[src/rtl/mem_loader_pkg.sv]
// Shared definitions for the run-time memory loader: FSM states and the
// byte-to-word packing rule that the file-initialised ROM also follows.
package mem_loader_pkg;

  typedef enum logic [1:0] {
    IDLE    = 2'd0,
    COLLECT = 2'd1,
    WRITE   = 2'd2,
    DONE    = 2'd3
  } state_t;

  // Bytes per word; the top byte is truncated when width is not a multiple of 8.
  function automatic int bytes_per_word(input int data_w);
    return ((data_w - 1) / 8) + 1;
  endfunction

endpackage

[src/rtl/mem_loader_if.sv]
// Byte stream in, RAM write port out, bundled between the loader and its environment.
// Stream: a byte moves on every rising clk edge where s_valid && s_ready; the
// source holds s_data stable while s_valid is high and s_ready is low.
interface mem_loader_if #(
  parameter int ADDR_W = 16,
  parameter int DATA_W = 8
);
  logic              s_valid;
  logic [7:0]        s_data;
  logic              s_ready;
  logic              mem_we;
  logic [ADDR_W-1:0] mem_addr;
  logic [DATA_W-1:0] mem_wdata;

  modport master (
    input  s_valid, s_data,
    output s_ready, mem_we, mem_addr, mem_wdata
  );

  modport slave (
    output s_valid, s_data,
    input  s_ready, mem_we, mem_addr, mem_wdata
  );
endinterface

[src/rtl/mem_loader_word_packer.sv]
// Little-endian byte-to-word assembly: byte index bp lands in bits [bp*8 +: 8],
// with bits above DATA_W in the top byte dropped on the way out.
module mem_loader_word_packer
  import mem_loader_pkg::*;
#(
  parameter int DATA_W = 8
) (
  input  logic              clk,
  input  logic              rst,
  input  logic              i_clear,
  input  logic              i_push,
  input  logic [7:0]        i_byte,
  output logic [DATA_W-1:0] o_word_next,
  output logic              o_last
);

  localparam int BPW    = bytes_per_word(DATA_W);
  localparam int BIDX_W = (BPW > 1) ? $clog2(BPW) : 1;

  logic [BIDX_W-1:0] r_bidx;
  logic [BPW*8-1:0]  r_asm;
  logic [BPW*8-1:0]  w_asm_next;

  // Word as it will look once the byte on i_byte is inserted at the current lane.
  always_comb begin
    w_asm_next = r_asm;
    for (int b = 0; b < BPW; b++) begin
      if (r_bidx == BIDX_W'(b)) begin
        w_asm_next[b*8 +: 8] = i_byte;
      end
    end
  end

  assign o_word_next = w_asm_next[DATA_W-1:0];
  assign o_last      = (r_bidx == BIDX_W'(BPW - 1));

  always_ff @(posedge clk) begin
    if (rst || i_clear) begin
      r_bidx <= '0;
      r_asm  <= '0;
    end else if (i_push) begin
      r_asm  <= w_asm_next;
      r_bidx <= o_last ? '0 : r_bidx + BIDX_W'(1);
    end
  end

endmodule

[src/rtl/mem_loader.sv]
// Fills a RAM image from a byte stream: collects BPW bytes per word, then issues
// one write at base+index (wrapping), and pulses o_done after the final word.
module mem_loader
  import mem_loader_pkg::*;
#(
  parameter int ADDR_W = 16,
  parameter int DATA_W = 8
) (
  input  logic              clk,
  input  logic              rst,
  input  logic              i_start,
  input  logic [ADDR_W-1:0] i_base_addr,
  input  logic [ADDR_W:0]   i_word_count,
  input  logic              i_abort,
  mem_loader_if.master      bus,
  output logic              o_busy,
  output logic              o_done,
  output state_t            o_state
);

  generate
    if (DATA_W < 1) begin : g_bad_data_w
      $fatal(1, "mem_loader: DATA_W must be greater than zero");
    end
  endgenerate

  state_t            r_state;
  state_t            w_next;
  logic [ADDR_W-1:0] r_base;
  logic [ADDR_W:0]   r_count;
  logic [ADDR_W-1:0] r_widx;
  logic [ADDR_W-1:0] r_mem_addr;
  logic [DATA_W-1:0] r_mem_wdata;

  logic              w_hs;
  logic              w_last_byte;
  logic              w_last_word;
  logic [DATA_W-1:0] w_word_next;

  // abort wins over a handshake presented in the same cycle.
  assign w_hs        = (r_state == COLLECT) && bus.s_valid && !i_abort;
  assign w_last_word = ({1'b0, r_widx} == (r_count - (ADDR_W+1)'(1)));

  mem_loader_word_packer #(
    .DATA_W (DATA_W)
  ) u_packer (
    .clk         (clk),
    .rst         (rst),
    .i_clear     (r_state == IDLE),
    .i_push      (w_hs),
    .i_byte      (bus.s_data),
    .o_word_next (w_word_next),
    .o_last      (w_last_byte)
  );

  always_ff @(posedge clk) begin
    if (rst) begin
      r_state <= IDLE;
    end else begin
      r_state <= w_next;
    end
  end

  always_comb begin
    w_next      = r_state;
    bus.s_ready = 1'b0;
    bus.mem_we  = 1'b0;
    o_busy      = 1'b0;
    o_done      = 1'b0;
    case (r_state)
      IDLE: begin
        if (i_start) begin
          w_next = (i_word_count == '0) ? DONE : COLLECT;
        end
      end
      COLLECT: begin
        bus.s_ready = 1'b1;
        o_busy      = 1'b1;
        if (i_abort) begin
          w_next = IDLE;
        end else if (w_hs && w_last_byte) begin
          w_next = WRITE;
        end
      end
      WRITE: begin
        o_busy = 1'b1;
        // A write coinciding with abort or reset is dropped.
        bus.mem_we = !i_abort && !rst;
        if (i_abort) begin
          w_next = IDLE;
        end else if (w_last_word) begin
          w_next = DONE;
        end else begin
          w_next = COLLECT;
        end
      end
      DONE: begin
        o_done = 1'b1;
        w_next = IDLE;
      end
      default: begin
        w_next = IDLE;
      end
    endcase
  end

  // Write address/data are registered on the final byte so they are stable
  // for the whole WRITE cycle and hold afterwards.
  always_ff @(posedge clk) begin
    if (rst) begin
      r_base      <= '0;
      r_count     <= '0;
      r_widx      <= '0;
      r_mem_addr  <= '0;
      r_mem_wdata <= '0;
    end else begin
      if (r_state == IDLE && i_start) begin
        r_base  <= i_base_addr;
        r_count <= i_word_count;
        r_widx  <= '0;
      end
      if (w_hs && w_last_byte) begin
        r_mem_addr  <= r_base + r_widx;
        r_mem_wdata <= w_word_next;
      end
      if (r_state == WRITE && !i_abort && !w_last_word) begin
        r_widx <= r_widx + ADDR_W'(1);
      end
    end
  end

  assign bus.mem_addr  = r_mem_addr;
  assign bus.mem_wdata = r_mem_wdata;
  assign o_state       = r_state;

endmodule
[src/flat_wrapper.sv]
// flat-port wrapper written by rule: the top's interface ports become plain ports
module mem_loader_flat import mem_loader_pkg::*;
#(
  parameter int ADDR_W = 16,
  parameter int DATA_W = 8
)
  (clk, rst, i_start, i_base_addr, i_word_count, i_abort, o_busy, o_done, o_state, bus_s_valid, bus_s_data, bus_s_ready, bus_mem_we, bus_mem_addr, bus_mem_wdata);
  mem_loader_if #(.ADDR_W(ADDR_W), .DATA_W(DATA_W)) bus_i ();
  input  logic clk;
  input  logic rst;
  input  logic i_start;
  input  logic [ADDR_W-1:0] i_base_addr;
  input  logic [ADDR_W:0] i_word_count;
  input  logic i_abort;
  output logic o_busy;
  output logic o_done;
  output state_t o_state;
  input wire logic [$bits(bus_i.s_valid)-1:0] bus_s_valid;
  input wire logic [$bits(bus_i.s_data)-1:0] bus_s_data;
  output wire logic [$bits(bus_i.s_ready)-1:0] bus_s_ready;
  output wire logic [$bits(bus_i.mem_we)-1:0] bus_mem_we;
  output wire logic [$bits(bus_i.mem_addr)-1:0] bus_mem_addr;
  output wire logic [$bits(bus_i.mem_wdata)-1:0] bus_mem_wdata;
  assign bus_i.s_valid = bus_s_valid;
  assign bus_i.s_data = bus_s_data;
  assign bus_s_ready = bus_i.s_ready;
  assign bus_mem_we = bus_i.mem_we;
  assign bus_mem_addr = bus_i.mem_addr;
  assign bus_mem_wdata = bus_i.mem_wdata;
  mem_loader #(.ADDR_W(ADDR_W), .DATA_W(DATA_W)) u_core (.clk(clk), .rst(rst), .i_start(i_start), .i_base_addr(i_base_addr), .i_word_count(i_word_count), .i_abort(i_abort), .bus(bus_i), .o_busy(o_busy), .o_done(o_done), .o_state(o_state));
endmodule
[config.mk]
export PLATFORM = sky130hd
export DESIGN_NAME = mem_loader_flat
export DESIGN_NICKNAME = d
export VERILOG_FILES = /design/src/rtl/mem_loader_pkg.sv /design/src/rtl/mem_loader_if.sv /design/src/rtl/mem_loader_word_packer.sv /design/src/rtl/mem_loader.sv /design/src/flat_wrapper.sv
export SDC_FILE = /design/constraint.sdc
export NUM_CORES = 1
export LEC_CHECK = 0
export ABC_AREA = 1
export CORE_MARGIN = 2
export CORE_UTILIZATION = 46
export DETAILED_ROUTE_END_ITERATION = 8
export GPL_ROUTABILITY_DRIVEN = 1
export MAX_ROUTING_LAYER = met4
export PLACE_DENSITY = 0.76
export SKIP_LAST_GASP = 1
export SYNTH_ARGS = -nofsm -noshare
export SYNTH_HDL_FRONTEND = slang
export SYNTH_SLANG_ARGS = --single-unit
[constraint.sdc]
create_clock -name clk -period 5.65 [get_ports clk]
set_input_delay 1.13 -clock clk [delete_from_list [all_inputs] [get_ports clk]]
set_output_delay 1.13 -clock clk [all_outputs]
set_load 0.005 [all_outputs]
; Word level (Yosys, flattened, before mapping)
; Index checks and enable logic that the tools add are counted.
[classes]
n_eq_ne = 6
multipliers = 0
add_sub_neg = 4
order_cmp = 0
bitwise_logic = 1
div_mod_pow = 0
reduce_logical = 16
n_mux = 15
shift = 0
[ops]
columns = operator, n
row1 = $mux W16, 2
row2 = $eq A16 B17 Y1, 1
row3 = $logic_not A17 Y1, 1
row4 = $sub A17 B1 Y17 const B, 1
row5 = $add A16 B1 Y16 const B, 1
row6 = $add A16 B16 Y16, 1
row7 = $mux W2, 6
row8 = $mux W8, 1
row9 = $pmux W2 S4, 1
row10 = $logic_and A1 B1 Y1, 7
row11 = $mux W1, 5
row12 = $eq A2 B2 Y1 const B, 2
row13 = $logic_not A1 Y1, 3
row14 = $ne A3 B3 Y1 const B, 1
row15 = $eq A2 B1 Y1 const B, 1
row16 = $logic_not A2 Y1, 1
row17 = $ne A2 B2 Y1 const B, 1
row18 = $reduce_and A2 Y1, 1
row19 = $reduce_bool A2 Y1, 1
row20 = $reduce_or A2 Y1, 1
row21 = $add A1 B1 Y1 const B, 1
row22 = $logic_or A1 B1 Y1, 1
row23 = $not A1 Y1, 1
[totals]
in_bits = 46
output_inout_bits = 30
mem_bits_rw = 0
rom_bits = 0
register_bits = 84
mem_count = 0
latchBits = 0
elab_cells = 50

; Depth between registers and ports, before layout
; Gate-level depths: netlist of run 1.
[depth]
depth_word = 7
mapped_depth = 17
ltp_nobuf = 16

; By module
; Synthesis of run 1 repeated with hierarchy kept, for this count alone.
[unflattened]
hier_cells = 673
hier_area_um2 = 4620.7
[by_module_without_submodules]
columns = mod, area_each_um2, seq_area_each_um2, instances, cells_per_inst
row1 = mem_loader, 4549.4, 1501.4, 1, 663
row2 = mem_loader_word_packer, 71.3, 0.0, 1, 10

; Least setup slack after synthesis of run 1
; Ideal clock, no wire load.
[synth_timing]
path_type = input port to output port
startpoint = in rst
endpoint = out bus_mem_we
stages = 3
t_arrival_ns = 1.899
required_time_ns = 4.520
path_buffers = 2
slack_ns = 2.621
cell_sequence = clkbuf_1 buf_1 nor2_1
[synth_between]
elab_chain_len = 3
[synth_lines]
columns = item, line_no
row1 = from (decl), flat_wrapper.sv:10  ; input logic rst;
row2 = $logic_not A1 Y1, mem_loader.sv:88  ; bus.mem_we = !i_abort && !rst;
row3 = $logic_and A1 B1 Y1, mem_loader.sv:88
row4 = $mux W1, mem_loader.sv:70  ; case (r_state)
row5 = to (decl), flat_wrapper.sv:21  ; output wire logic [$bits(bus_i.mem_we)-1:0] bus_mem_we;
; No other way between the ends.

; Worst setup path in the final report of run 1
; Same ends and word-level chain as after synthesis.

==> results of run 1 <==
## logic make-up after synthesis
kind of cell	after synthesis	share of synthesized area, %
simple gates	310	31.6
xor+xnor	31	5.90
compound gates	123	14.9
buf+inv	98	8.53
fa+ha+maj	23	6.41
flops	75	32.6
## cell usage after synthesis (2+ instances only)
library cell and n:
buf_2 4, nor3_1 2, inv_1 67, nor3_2 2, a21oi_1 39, inv_2 5
nand3b_1 10, o211ai_1 4, ha_1 22, xor2_1 25, dfxtp_1 75, nand2_4 3
a21o_1 2, nor2_4 3, nor4_1 3, or2_2 2, xnor2_1 6, nor2_1 109
a31oi_1 2, nor2_2 5, clkbuf_1 17, o21ai_0 60, nand3_2 11, a21oi_2 10
clkinv_1 2, nand2_1 100, nand4_1 8, nand3_1 50
## flip-flops by register name, indices dropped and copies added, names as in the netlist
| name | flops |
|---|---|
| u_core.r_count | 17 |
| u_core.r_widx | 16 |
| u_core.bus.mem_wdata | 8 |
| u_core.o_state | 2 |
| u_core.bus.mem_addr | 16 |
| u_core.r_base | 16 |
## worst max-delay path: stages
cell	delay, ps
clkdlybuf4s50_1	460
buf_4	330
nor2_1	110
clkdlybuf4s50_1	460
## worst paths after layout
check / endpoint / slack, ps / cells after the start
setup / recovery: bus_mem_we / 2010 / 4
hold reg to reg: u_core.bus.mem_wdata[3] / 490 / 2
hold / removal: u_core.bus.mem_wdata[3] / 490 / 2
setup reg to reg: u_core.bus.mem_addr[13] / 3190 / 6
## per-stage QoR
stage	utilization [%]	total power [mW]	hold slack (ps)	setup slack, ps	std cells
after floorplan	-	0.941	459	2620	660
after global placement	55.7	1.07	467	2030	846
after detailed placement	55.7	1.09	476	2030	846
after CTS	57.5	1.45	496	2010	862
after global routing	57.5	1.55	509	1930	862
final	57.5	1.45	493	2010	862
## power breakdown
part	leakage (nW)	total (mW)	switching (mW)	internal [mW]
clock	0.0864	0.370	0.211	0.160
sequential	0.614	0.627	0.0450	0.582
combinational	1.79	0.455	0.268	0.187
total	2.49	1.45	0.524	0.928
## area by class of cell
type	count	area [sq um]
fillers	921	4140
multi-input cells	487	2710
flip-flops and latches	75	1500
repair buffers	77	766
inverters	74	278
well taps	133	166
clock buffers	10	128
clock inverters	6	40.0
## per-layer routing
layer / wire length, um / share of wire (%)
met1: 5140 / 46
met4: 194 / 1.7
met3: 481 / 4.3
met2: 5470 / 48
met5: 0 / 0
## cells in the final DEF, fill, tap and decap left out, drive strengths merged, types with 8 or more instances in the layout
cell	n
nor2	118
nand2	103
clkdlybuf4s50	75
dfxtp	75
inv	73
o21ai	61
nand3	61
a21oi	49
xor2	25
ha	22
nand3b	10
clkbuf	10
nand4	8
==> qor.yml, run 1 <==
min_path_type: "flop to flop"
ant_nets: 0
wl_per_cell_um: 13.1
synth_cell_types: 40
portBuffers: 75
finalCritPeriodShare_pct: 64.4
drtIter0Drc: 250
fin_nets: 793
grt_max_degree: 64
post-route-cell-area_sq_um: 5590
status: "finished, final reports clean"
synth.area.top_cells: "dfxtp_1 (33%), nor2_1 (8.9%), nand2_1 (8.2%)"
synth-seq-cells: 75
track_usage_pct: 22.0
rsz0062_at_grt: "false"
viasPerCell: 5.23
min_from: "u_core.bus.mem_wdata[3]"
grt_pass1_vias: 4306
insertion_delay_ps: 350
netlist_area_sq_um: 4600
synth_nets: 729
slew_headroom_pct: 15.5
chipHeight_um: 104
tightest_slew_ps: 1270
antenna_cells: 0
synth_flop_cell: "dfxtp_1"
r2r-start: "u_core.o_state[1]"
worstSetupStartpointType: "primary input"
cap_violations: 0
hold_violations: 0
root_buffer: "clkbuf_8"
worst_ep_required_time_ps: 4520
yosysWarnings: 0
endpoint_kind: "output pin"
powerDensity_nw_per_um2: 260
yosysTopAreaCellShare_pct: 32.6
drc: 0
dp.final_hpwl_um: 8460
placed_area_sq_um: 5420
setup-violations-final: 0
cts_tree: "yes"
synth_cells: 660
top_usage_layer: "met2"
cts_buffers: 9
yosysSeqAreaShare_pct: 32.6
drtPass1Iterations: 5
worstSetupStartpoint: "rst"
vias: 4511
cts_resized: 0
clock.fmax_ghz: 0.275
final_max_slew_viol_count: 0
worstSetupPathType: "primary input to output pin"
use_met3_pct: 3.70
initial_core_util_pct: 47.3
gr-usage-met1_pct: 26.5
avgSynthCellArea_sq_um: 6.97
grt_overflow_total: 0
antenna_found_initial: 0
synthArstFlopShare_pct: 0
gp_congestion: 0.890
grt_use_met2_pct: 37.1
grt_pass1_wl_um: 19400
drive_gt1_share_pct: 8.23
htree_num_levels: 3
clk_path_buf_depth: 2
die_w_um: 104
core_region_area_sq_um: 9730
synth-edff-count: 0
cts_sinks: 75
post_cts_buffers: 0
fin_crit_ps: 3640
area_delta_synth_final_pct: 21.4
worstPathArrival_ps: 2510
cp_max_fo: 26
hold_buffers: 0
num_rows: 36
clk_pin_slew_ps: 90
wl_um: 11300
ir_drop_mv: 0.165
synth.largest_area_cell: "dfxtp_1"
skew_ps: 15.7
die-area_sq_um: 10800
setup_tns_ps: 0
p_leak_nw: 2.49
io_pins: 76
No activity file was read; power rests on OpenSTA's default activity.
==> inputs of run 2 (changes only) <==
Settings changed: PLACE_DENSITY 0.76 to 0.79.
Clock period 5.65 ns to 2.93 ns, I/O delays scaled along.
==> run 2 against run 1 <==
  * Core utilization up 1.0 points
  * Power grew 100%
  * Final cell count increased by 0.70%
  * Sequential share of layout area fell by 0.47 points
  * Cell area increased by 1.8%
  * Global-route usage up 0.11 points
  * Die area is the same
  * Setup slack got worse by 1500 ps
  * Clock skew fell by 5.5 ps
  * Register-to-register slack worse by 2600 ps
  * Critical path depth down 1
  * Critical path type unchanged
  * Largest cell class unchanged
  * Highest routed layer unchanged
==> qor.yml, run 2 (same netlist as run 1, synthesis figures left out) <==
clk_pin_slew_ps: 90  # about the same
ant_nets: 0  # unchanged
ir_drop_mv: 0.344  # +110%
cts_buffers: 9  # unchanged
wl_um: 11400  # +0.99%
skew_ps: 10.2  # -5.51 ps
cts_tree: "yes"
hold_violations: 0  # unchanged
status: "finished, final reports clean"
grt_max_degree: 38  # -41%
grt_pass1_wl_um: 19400  # -0.18%
drtIter0Drc: 235  # -6.0%
dp.final_hpwl_um: 8630  # +2.0%
whs_ps: 488  # -4.49 ps
fin_nets: 799  # +0.76%
fin_util_pct: 58.5  # +1.0 points
grt_overflow_total: 0  # unchanged
initial_core_util_pct: 47.3  # unchanged
endpoint_kind: "output pin"
top_usage_layer: "met2"
gp_congestion: 0.967  # +8.7%
root_buffer: "clkbuf_8"
post-route-cell-area_sq_um: 5690  # +1.8%
chipHeight_um: 104  # unchanged
insertion_delay_ps: 350  # about the same
use_met3_pct: 3.32  # -0.38 points
min_path_type: "flop to flop"
cap_violations: 0  # unchanged
num_rows: 36  # unchanged
drtPass1Iterations: 5  # unchanged
top_register: "u_core.r_count"
largest_reg_flops: 17  # unchanged
wl_per_cell_um: 13.1  # +0.29%
clock.fmax_ghz: 0.421
final_common_cell: "nor2_1"
worstSetupPathType: "primary input to output pin"
antenna_found_initial: 0  # unchanged
post_cts_buffers: 0  # unchanged
powerDensity_nw_per_um2: 517  # +99%
fin_ws_ps: 555  # -1460 ps
clk_path_buf_depth: 2  # unchanged
io_pins: 76  # unchanged
core_region_area_sq_um: 9730  # unchanged
antenna_cells: 0  # unchanged
drive_gt1_share_pct: 9.12  # +0.89 points
worst_ep_required_time_ps: 2340  # -2180 ps
hold_buffers: 0  # unchanged
htree_num_levels: 3  # unchanged
final_cell_mix: "nor2_1 (109), nand2_1 (99), clkdlybuf4s50_1 (75), dfxtp_1 (75), inv_1 (67)"
setup-violations-final: 0  # unchanged
p_leak_nw: 2.54  # +1.9%
cpMaxStageDelayCell: "clkdlybuf4s50_1"
tightest_slew_ps: 732  # -534 ps
die_w_um: 104  # unchanged
cts_resized: 0  # unchanged
grt_pass1_vias: 4271  # -0.81%
critical_path.cell_chain: "clkdlybuf4s50_1 -> nor2_1 -> clkdlybuf4s50_1"
finalCritPeriodShare_pct: 81.1
drc: 0  # unchanged
r2r_slack_ps: 580  # -2610 ps
track_usage_pct: 22.1  # +0.11 points
grt_use_met2_pct: 38.3  # +1.2 points
die-area_sq_um: 10800  # unchanged
cp_max_fo: 2  # -92%
worstPathArrival_ps: 1790  # -720 ps
gr-usage-met1_pct: 26.4  # -0.17 points
placed_area_sq_um: 5480  # +1.1%
max_stage_delay_ps: 530  # +70 ps
rsz0062_at_grt: "false"
place_ws_ps: 558  # -1470 ps
final_max_slew_viol_count: 0  # unchanged
area_delta_synth_final_pct: 23.6
fillCellCount: 962  # +4.5%
vias: 4496  # -0.33%
viasPerCell: 5.18  # -1.0%
cts_sinks: 75  # unchanged
portBuffers: 75  # unchanged
worstSetupStartpointType: "primary input"
setup_tns_ps: 0  # unchanged
slew_headroom_pct: 51.1  # +36 points
fin_crit_ps: 2370
path_common_cell: "clkdlybuf4s50_1"
run 2: cell count changes in the layout (fill, tap and decap cells not counted), sizes merged:
cell      previous run  this run
buf                  2         8
bufinv               0         1
clkinv               6         3
clkinvlp             1         2
inv                 73        74
run 2: where the power goes:
group | internal [mW] | switching (mW) | total, mW | leakage [nW]
Sequential | 1.12 | 0.0862 | 1.21 | 0.614
Clock | 0.424 | 0.419 | 0.843 | 0.0995
Combinational | 0.369 | 0.521 | 0.890 | 1.82
run 2: per-stage QoR:
step | power [mW] | instances
final | 2.94 | 868
after global routing | 3.13 | 868
after CTS | 2.96 | 868
after detailed placement | 2.12 | 852
after global placement | 2.08 | 852
after floorplan | 1.81 | 660
run 2: path summary, 6_finish.rpt:
check | from | to | cells after the start
hold / removal | u_core.bus.mem_wdata[1] | u_core.bus.mem_wdata[1] | 2
hold reg to reg | u_core.bus.mem_wdata[1] | u_core.bus.mem_wdata[1] | 2
setup / recovery | rst | bus_mem_we | 3
setup reg to reg | u_core.r_widx[0] | u_core.bus.mem_addr[12] | 14
run 2: cell type report:
type | instances | area (sq um) | area share, %
multi-input cells | 487 | 2710 | 47.7
inverters | 74 | 278 | 4.88
clock buffers | 10 | 138 | 2.42
well taps | 133 | 166 | 2.93
repair buffers | 83 | 823 | 14.5
flip-flops and latches | 75 | 1500 | 26.4
clock inverters | 6 | 71.3 | 1.25
run 2: layer usage:
layer | up-vias | wire [um]
met5 | - | 0
met4 | 0 | 149
met3 | 11 | 569
met2 | 114 | 5610
met1 | 2075 | 5060
li1 | 2296 | -
run 2: worst max-delay path: cells and delay by family:
kind | cells | cell delay [ps]
buffers and inverters | 2 | 1040
AND/OR/NAND/NOR | 1 | 160
==> inputs of run 3 (changes only) <==
Settings changed: PLACE_DENSITY 0.79 to 0.76.
Clock period 2.93 ns to 2.4 ns, I/O delays scaled along.
==> run 3 against run 2 <==
  * Register-to-register slack worse by 430 ps
  * Flip-flop and latch count stayed put
  * Routed wire length rose by 3.2%
  * Critical path depth increased by 8
  * Final cell count is 0.35% higher
  * Cell area grew 0.53%
  * First-iteration DRC count is 6.4% higher
  * Via count grew 0.58%
  * Worst hold slack lost 2.8 ps
  * Critical endpoint is now u_core.bus.mem_addr[12]
  * Highest routed layer unchanged
  * Count of clock-buffer cells in the layout increased by 1
  * Core utilization rose by 0.31 points
==> qor.yml, run 3 (same netlist as run 1, synthesis figures left out) <==
num_rows: 36  # unchanged
drive_gt1_share_pct: 9.76  # +0.64 points
final_cells: 871  # +0.35%
post_cts_buffers: 0  # unchanged
worstPathArrival_ps: 2550  # +760 ps
grt_pass1_vias: 4339  # +1.6%
clk_path_buf_depth: 2  # unchanged
tightest_slew_ps: 396  # -336 ps
post-route-cell-area_sq_um: 5720  # +0.53%
worstSetupStartpointType: "flop"
placed_area_sq_um: 5510  # +0.55%
fin_util_pct: 58.8  # +0.31 points
viasPerCell: 5.19  # +0.23%
slew_headroom_pct: 73.6  # +22 points
hold_buffers: 0  # unchanged
worst_ep_required_time_ps: 2710  # +370 ps
setup_tns_ps: 0  # unchanged
cts_tree: "yes"
drtPass1Iterations: 5  # unchanged
clock.fmax_ghz: 0.445
min_path_type: "flop to flop"
place_ws_ps: 121  # -437 ps
final_cell_mix: "nor2_1 (109), nand2_1 (99), clkdlybuf4s50_1 (75)"
r2r_slack_ps: 150  # -430 ps
p_leak_nw: 2.55  # +0.69%
initial_core_util_pct: 47.3  # unchanged
drc: 0  # unchanged
skew_ps: 13.9  # +3.73 ps
fillCellCount: 910  # -5.4%
ir_drop_mv: 0.360  # +4.7%
clk_pin_slew_ps: 90  # about the same
finalCritPeriodShare_pct: 93.6
drtIter0Drc: 250  # +6.4%
status: "finished, final reports clean"
final_max_slew_viol_count: 0  # unchanged
insertion_delay_ps: 360  # about the same
track_usage_pct: 23.1  # +0.99 points
setup-violations-final: 0  # unchanged
hold_violations: 0  # unchanged
p_total_mw: 3.57  # +21%
rsz0062_at_grt: "true"
fin_nets: 803  # +0.50%
powerDensity_nw_per_um2: 625  # +21%
gp_congestion: 0.968  # about the same
whs_ps: 485  # -2.84 ps
portBuffers: 75  # unchanged
endpoint_kind: "flop"
cts_sinks: 75  # unchanged
chipHeight_um: 104  # unchanged
vias: 4522  # +0.58%
area_delta_synth_final_pct: 24.2
grt_overflow_total: 0  # unchanged
wl_per_cell_um: 13.5  # +2.9%
final_common_cell: "nor2_1"
grt_pass1_wl_um: 20100  # +3.6%
ant_nets: 0  # unchanged
dp.cells: 856  # +0.47%
antenna_cells: 0  # unchanged
dp.final_hpwl_um: 8750  # +1.5%
worstSetupPathType: "flop to flop"
io_pins: 76  # unchanged
cts_buffers: 9  # unchanged
root_buffer: "clkbuf_8"
grt_max_degree: 43  # +13%
fin_crit_ps: 2250
core_region_area_sq_um: 9730  # unchanged
largest_reg_flops: 17  # unchanged
cp_max_fo: 6  # +4
top_register: "u_core.r_count"
cap_violations: 0  # unchanged
fin_ws_ps: 154  # -401 ps
wl_um: 11800  # +3.2%
die-area_sq_um: 10800  # unchanged
antenna_found_initial: 0  # unchanged
die_w_um: 104  # unchanged
htree_num_levels: 3  # unchanged
==> run 3: changes by cell type in the layout (fill, tap and decap cells not counted), sizes merged <==
cell,before,now
clkinv,3,4
clkinvlp,2,1
clkbuf,10,11
inv,74,72
buf,8,12
==> run 3: power by group <==
group / internal [mW] / leakage [nW] / total [mW] / switching (mW)
sequential: 1.37 / 0.614 / 1.48 / 0.107
clock: 0.504 / 0.0954 / 0.991 / 0.487
combinational: 0.461 / 1.84 / 1.11 / 0.644
total: 2.33 / 2.55 / 3.57 / 1.24
==> run 3: worst paths after layout <==
| check | from | endpoint | cells after the start |
|---|---|---|---|
| max | u_core.r_widx[3] | u_core.bus.mem_addr[12] | 11 |
| min | u_core.bus.mem_wdata[4] | u_core.bus.mem_wdata[4] | 2 |
| max reg2reg | u_core.r_widx[3] | u_core.bus.mem_addr[12] | 11 |
| min reg2reg | u_core.bus.mem_wdata[4] | u_core.bus.mem_wdata[4] | 2 |
==> run 3: layer usage <==
| metal | GRT usage (%) | routed length, um | vias to the layer above |
|---|---|---|---|
| met5 | - | 0 | - |
| met3 | 2.69 | 428 | 31 |
| met4 | 9.65 | 288 | 0 |
| li1 | - | - | 2304 |
| met1 | 27.9 | 5390 | 2066 |
| met2 | 39.1 | 5650 | 121 |
==> run 3: what timing repair did <==
action                                  in CTS  in global routing
endpoints found under the setup margin       0                 18
gates resized for setup                      0                  4
hold endpoints to repair                     0                  0
==> run 3: area by class of cell <==
class	instances	area [sq um]	share of cell area, %
sequential	75	1500	26.3
timing repair buffer	87	853	14.9
multi-input combinational	487	2730	47.7
tap	133	166	2.91
clock inverter	4	51.3	0.897
inverter	74	278	4.86
clock buffer	11	141	2.47
==> run 3: critical path, cell delays in order (launching register included) <==
cell and delay (ps):
dfxtp_1 490, ha_1 330, a21oi_1 150, nand2_1 100, a21oi_2 290, nor2_1 70, o2bb2ai_1 230, o21ai_0 140
or2_0 220, nand3_1 70, nand2_1 50, inv_1 40
